[src/rtl/vector_cache_pkg.sv]
// Shared types and constants for the vector cache reader.
package vector_cache_pkg;

  // Drain sequencer states
  typedef enum logic [1:0] {
    IDLE  = 2'd0,
    ISSUE = 2'd1,
    WAIT  = 2'd2,
    HOLD  = 2'd3
  } state_t;

  // Cycles from read address to registered read data
  localparam int RAM_LATENCY = 1;

endpackage

[src/rtl/ram_dual_port.sv]
// Two-port cache storage: port a is a registered read, port b a write.
// A read and write to the same address in one cycle returns the old data.
module ram_dual_port #(
  parameter int DEPTH = 8,
  parameter int WIDTH = 256,
  localparam int AW   = $clog2(DEPTH)
) (
  input  logic             clk,
  input  logic             rd_en,
  input  logic [AW-1:0]    rd_addr,
  output logic [WIDTH-1:0] rd_data,
  input  logic             we_b,
  input  logic [AW-1:0]    addr_b,
  input  logic [WIDTH-1:0] data_b
);

  logic [WIDTH-1:0] mem [DEPTH];

  // Port b write
  always_ff @(posedge clk) begin
    if (we_b) mem[addr_b] <= data_b;
  end

  // Port a registered read
  always_ff @(posedge clk) begin
    if (rd_en) rd_data <= mem[rd_addr];
  end

endmodule

[src/rtl/vector_cache_reader.sv]
// Drains a run of vectors from a small cache to a valid/ready consumer.
// Optional build macro: VECTOR_CACHE_READER_CLEAR_ON_READ_EN
//   defined   -> each entry is zeroed right after it is read, unless an
//                external write uses port b in that same cycle
//   undefined -> reads are non-destructive
//
// state | meaning
// IDLE  | waiting for a start with non-zero count
// ISSUE | read address driven at current pointer
// WAIT  | read data captured into vector_out, valid raised
// HOLD  | vector presented until the consumer takes it
module vector_cache_reader
  import vector_cache_pkg::*;
#(
  parameter int N          = 8,
  parameter int DATA_WIDTH = 32,
  parameter int MAX_CHAINS = 4,
  parameter int VVVRF_SIZE = 8,
  localparam int AW = $clog2(VVVRF_SIZE),
  localparam int CW = (MAX_CHAINS > 1) ? $clog2(MAX_CHAINS) : 1,
  localparam int VW = N * DATA_WIDTH
) (
  input  logic          clk,
  input  logic          reset_n,
  input  logic          wr_en,
  input  logic [AW-1:0] wr_addr,
  input  logic [VW-1:0] wr_vector,
  input  logic          start,
  input  logic [AW-1:0] start_addr,
  input  logic [AW:0]   count,
  input  logic [CW-1:0] chainId_in,
  input  logic          ready_in,
  output logic [VW-1:0] vector_out,
  output logic          valid_out,
  output logic          eof_out,
  output logic [CW-1:0] chainId_out,
  output logic          busy
);

  localparam logic [AW:0]   REM_ONE = (AW+1)'(1);
  localparam logic [AW-1:0] PTR_ONE = AW'(1);

  state_t        state_q, state_d;
  logic [AW-1:0] ptr_q;
  logic [AW:0]   rem_q;
  logic [CW-1:0] chain_q;
  logic          take_start, rd_en, load_out, advance;
  logic [VW-1:0] rd_data;
  logic          we_b;
  logic [AW-1:0] addr_b;
  logic [VW-1:0] data_b;

  // State register
  always_ff @(posedge clk or negedge reset_n) begin
    if (!reset_n) state_q <= IDLE;
    else          state_q <= state_d;
  end

  // Next-state logic
  always_comb begin
    state_d = state_q;
    case (state_q)
      IDLE:  if (start && (count != '0)) state_d = ISSUE;
      ISSUE: state_d = WAIT;
      WAIT:  state_d = HOLD;
      HOLD:  if (valid_out && ready_in) state_d = (rem_q == REM_ONE) ? IDLE : ISSUE;
      default: state_d = IDLE;
    endcase
  end

  // Control strobes decoded from the current state
  always_comb begin
    take_start = (state_q == IDLE) && start && (count != '0);
    rd_en      = (state_q == ISSUE);
    load_out   = (state_q == WAIT);
    advance    = (state_q == HOLD) && valid_out && ready_in;
  end

  assign busy = (state_q != IDLE);

  // Drain pointer, remaining count and chain tag
  always_ff @(posedge clk or negedge reset_n) begin
    if (!reset_n) begin
      ptr_q   <= '0;
      rem_q   <= '0;
      chain_q <= '0;
    end else if (take_start) begin
      ptr_q   <= start_addr;
      rem_q   <= count;
      chain_q <= chainId_in;
    end else if (advance) begin
      ptr_q   <= ptr_q + PTR_ONE;
      rem_q   <= rem_q - REM_ONE;
    end
  end

  // Output registers; held stable across HOLD until the handshake
  always_ff @(posedge clk or negedge reset_n) begin
    if (!reset_n) begin
      vector_out  <= '0;
      valid_out   <= 1'b0;
      eof_out     <= 1'b0;
      chainId_out <= '0;
    end else if (load_out) begin
      vector_out  <= rd_data;
      valid_out   <= 1'b1;
      eof_out     <= (rem_q == REM_ONE);
      chainId_out <= chain_q;
    end else if (advance) begin
      valid_out   <= 1'b0;
      eof_out     <= 1'b0;
    end
  end

`ifdef VECTOR_CACHE_READER_CLEAR_ON_READ_EN
  // Port b: external write has priority over the post-read clear
  always_comb begin
    we_b   = wr_en | load_out;
    addr_b = wr_en ? wr_addr : ptr_q;
    data_b = wr_en ? wr_vector : '0;
  end
`else
  // Port b carries external writes only
  always_comb begin
    we_b   = wr_en;
    addr_b = wr_addr;
    data_b = wr_vector;
  end
`endif

  ram_dual_port #(
    .DEPTH (VVVRF_SIZE),
    .WIDTH (VW)
  ) u_ram (
    .clk     (clk),
    .rd_en   (rd_en),
    .rd_addr (ptr_q),
    .rd_data (rd_data),
    .we_b    (we_b),
    .addr_b  (addr_b),
    .data_b  (data_b)
  );

endmodule

[config.mk]
export PLATFORM = sky130hd
export DESIGN_NAME = vector_cache_reader
export DESIGN_NICKNAME = d
export VERILOG_FILES = /design/src/rtl/vector_cache_pkg.sv /design/src/rtl/ram_dual_port.sv /design/src/rtl/vector_cache_reader.sv
export SDC_FILE = /design/constraint.sdc
export NUM_CORES = 2
export LEC_CHECK = 0
export CELL_PAD_IN_SITES_DETAIL_PLACEMENT = 1
export CELL_PAD_IN_SITES_GLOBAL_PLACEMENT = 2
export CORE_MARGIN = 10
export CORE_UTILIZATION = 50
export CTS_BUF_LIST = sky130_fd_sc_hd__clkbuf_8
export CTS_CLUSTER_SIZE = 24
export DETAILED_ROUTE_END_ITERATION = 10
export PLACE_DENSITY_LB_ADDON = 0.1
export SYNTH_ARGS = -nofsm -noshare
export SYNTH_HDL_FRONTEND = slang
export SYNTH_HIERARCHICAL = 1
export SYNTH_SLANG_ARGS = --single-unit
[constraint.sdc]
create_clock -name clk -period 9.3 [get_ports clk]
set_input_delay 0.93 -clock clk [delete_from_list [all_inputs] [get_ports clk]]
set_output_delay 0.93 -clock clk [all_outputs]
set_load 0.1 [all_outputs]
==> impl_metrics.tcl <==
set metrics [dict create \
    grt-ovfl-total 0 \
    pwr_density_cell_nw_per_um2 335 \
    dr.pass1.iters 6 \
    ioPinCount 534 \
    fp.dieW_um 456 \
    max-vdd-ir-drop_v 0.000290 \
    cp.depth 4 \
    crit_chain "inv_1, ha_1, inv_1, clkdlybuf4s50_1" \
    hold_path_class "input port to asynchronous set/reset pin" \
    chipHeight_um 456 \
    switching_share_pct 35.4 \
    timing.rr.start "ptr_q[2]" \
    status "finished clean" \
    initial_utilization_pct 50.4 \
    cts.clk_slew.worst_paths_ns 0.06 \
    root_buffer "clkbuf_8" \
    path_class "register to output port" \
    place.gp.congestion 0.719 \
    ctsHoldBuffers 1 \
    grt_pass1_wl_mm 317 \
    track_usage_pct 20.6 \
    whs_ns 0.377 \
    synth_nets 4120 \
    nNetsFinal 4970 \
    synth-simple-area-share_pct 0.145 \
    drc 0 \
    reg2reg_to "u_ram/rd_data[91]" \
    cts_tree "built" \
    drive_above_1_share_pct 32.4 \
    avgRoutedWirePerCell_um 28.5 \
    core_region_area_um2 188000 \
    rsz0062_at_grt "no" \
    synthCells 3838 \
    drt_iter0_drc 3002 \
    clkPwrFrac_pct 24.2 \
    grt_max_degree 135 \
    syn_area_per_cell_um2 24.7 \
    yosysSeqAreaShare_pct 80.0 \
    critPathTopFamily "buffers and inverters" \
    fin_crit_ns 4.22 \
    dpl.hpwl_mm 118 \
    tightestPinTransition_ns 1.11 \
    ys_seq_elements 2575 \
    p_seq_share_pct 41.8 \
    cp_common_cell "inv_1" \
    leakage_uw 0.0367 \
    synth_top_family_by_area "multiplexers" \
    power_switching_uw 13100 \
    crit_arrival_ns 3.29 \
    setup_tns_ns 0 \
    grt_pass1_vias 46800 \
    cts_resized 0 \
    clock_skew_ns 0.0643 \
    synth_compound_area_share_pct 0.0830 \
    ant_nets 0 \
    postCtsSetupBuffers 0 \
    clkLatencyLatePin_ns 1.09 \
    synth_fa_ha_area_share_pct 0.119 \
    combPwrFrac_pct 34.0 \
    start_kind "register" \
    required_ns 8.37 \
    maxCapViolations 0 \
    antenna_found_initial 76 \
    rows 159 \
    clock_path_buffers 4 \
    htreeDepth 5 \
    synth-xor-area-share_pct 0.0369 \
    cp.buffers_inverters 3 \
    area_delta_synth_final_pct 16.8 \
    io_buffers 533 \
    netlist_area_um2 94900 \
    muxShareOfSynthArea_pct 18.4 \
    yosysWarningCount 6 \
    cpPeakStageDelay_ns 1.17 \
    r2r_setup_slack_ns 5.57 \
    setup_viol 0 \
    cp_max_fo 5 \
    fin_crit_sh_pct 45.4 \
    slew_headroom_pct 26.1 \
    hold_viol 0 \
    internal_power_uw 24000 \
    synth_cell_types 32 \
    cts_buffers 423 \
    worstRegToRegCells 4 \
    crit_path_end_kind "output port" \
    critPathLaunch "state_q[0]" \
    max_freq_ghz 0.237 \
    critical-path-slowest-cell "clkdlybuf4s50_1" \
    dr_total_vias 42300 \
    avgViaCountPerCell 5.61 \
    cp-endpoint "busy" \
    routed_wl_mm 215 \
    cts.sinks 2575 \
    final_max_slew_viol_count 0 \
    die-area_um2 208000 \
]
state kept, by name, indices dropped and copies added (netlist names):
| register | cells |
|---|---|
| state_q | 2 |
| u_ram/rd_data | 256 |
| chainId_out | 2 |
| rem_q | 4 |
| u_ram/mem | 2048 |
| chain_q | 2 |
| valid_out | 1 |
| vector_out | 256 |
| ptr_q | 3 |
| eof_out | 1 |
worst min path at each step:
stage	from	to	slack [ns]
after global placement	u_ram/rd_data[186]	vector_out[186]	0.46
after CTS	reset_n	vector_out[151]	0.25
after global routing	reset_n	vector_out[153]	0.31
after detailed placement	u_ram/rd_data[196]	vector_out[196]	0.46
after floorplan	u_ram/rd_data[0]	vector_out[0]	0.45
final	reset_n	vector_out[151]	0.38
stage by stage:
stage          area (um^2)  instances  utilization (%)  power, uW  setup WS (ns)
6_report            111000       7538             58.9      37100           5.08
5_1_grt             111000       7529             58.9      38700           4.91
4_1_cts             111000       7513             58.9      37700           4.94
3_5_place_dp        103000       6757             54.8      28600           4.86
3_3_place_gp        103000       6757             54.8      28400           4.86
2_1_floorplan        94900       3838                -      25400          -3.32
cells in the mapped netlist (all sizes together):
cell | instances | area, um^2
nand3 | 1 | 5.00
mux4 | 512 | 11500
mux2 | 522 | 5900
mux2i | 3 | 30.0
ha | 9 | 113
a222oi | 1 | 10.0
nand2 | 4 | 15.0
nand2b | 4 | 25.0
xnor2 | 4 | 35.0
edfxtp | 2304 | 69200
o2bb2ai | 1 | 8.76
dfrtp | 271 | 6780
nor3 | 4 | 20.0
or3b | 1 | 8.76
buf | 134 | 956
a31oi | 1 | 6.26
inv | 5 | 18.8
or2 | 1 | 6.26
nand4 | 2 | 12.5
a221oi | 1 | 8.76
a21oi | 1 | 5.00
clkbuf | 38 | 143
nor2 | 7 | 26.3
nor4 | 2 | 12.5
a21o | 1 | 7.51
o41ai | 2 | 25.0
nor2b | 1 | 6.26
a211oi | 1 | 7.51
placed cells by master, fill, tap and decap left out, types with 2 or more instances in the layout:
master / n
buf_12: 24
buf_4: 45
bufinv_16: 6
clkbuf_8: 457
clkdlybuf4s50_1: 526
clkinv_1: 73
clkinv_2: 40
clkinvlp_4: 4
dfrtp_1: 268
dfrtp_4: 3
diode_2: 25
edfxtp_1: 2304
ha_1: 7
ha_4: 2
inv_1: 178
inv_6: 2
mux2_2: 515
mux2_4: 7
mux2i_1: 3
mux4_2: 512
nand2_1: 4
nand2b_1: 4
nand4_1: 2
nor2_4: 6
nor3_1: 2
nor3_4: 2
nor4_1: 2
xnor2_1: 4
cell type report:
cell class,count,area [um^2]
flip-flops and latches,2575,76000
fillers,15700,77300
clock buffers,457,6290
multi-input cells,1086,17900
clock inverters,298,1350
inverters,5,18.8
well taps,2495,3120
diodes,25,62.6
repair buffers,597,6110
power by group through the flow:
stage | clock network (uW) | logic (uW) | registers (uW)
after floorplan | 0 | 5750 | 19600
after global placement | 0 | 12700 | 15800
after detailed placement | 0 | 12800 | 15800
after CTS | 9260 | 12800 | 15600
after global routing | 9790 | 13300 | 15700
final | 8960 | 12600 | 15500
logic make-up (layout without fill, tap and decap cells):
logic type,count (synthesis),in the layout
and+or+nand+nor,27,27
xor gates and xnor gates,4,4
buffers and inverters,177,1357
muxes,1037,1037
adders and majority gates,9,9
DFF,2575,2575
AOI/OAI and AO/OA,9,9
other,0,25
metal layers:
metal	routed length (um)	GRT usage [%]	part of all wire (%)
met1	87800	26.4	41
met2	109000	34.8	51
met3	10600	4.46	4.9
met4	6660	7.29	3.1
met5	319	0	0.15
Note: power is estimated with default switching activity, not from simulation.
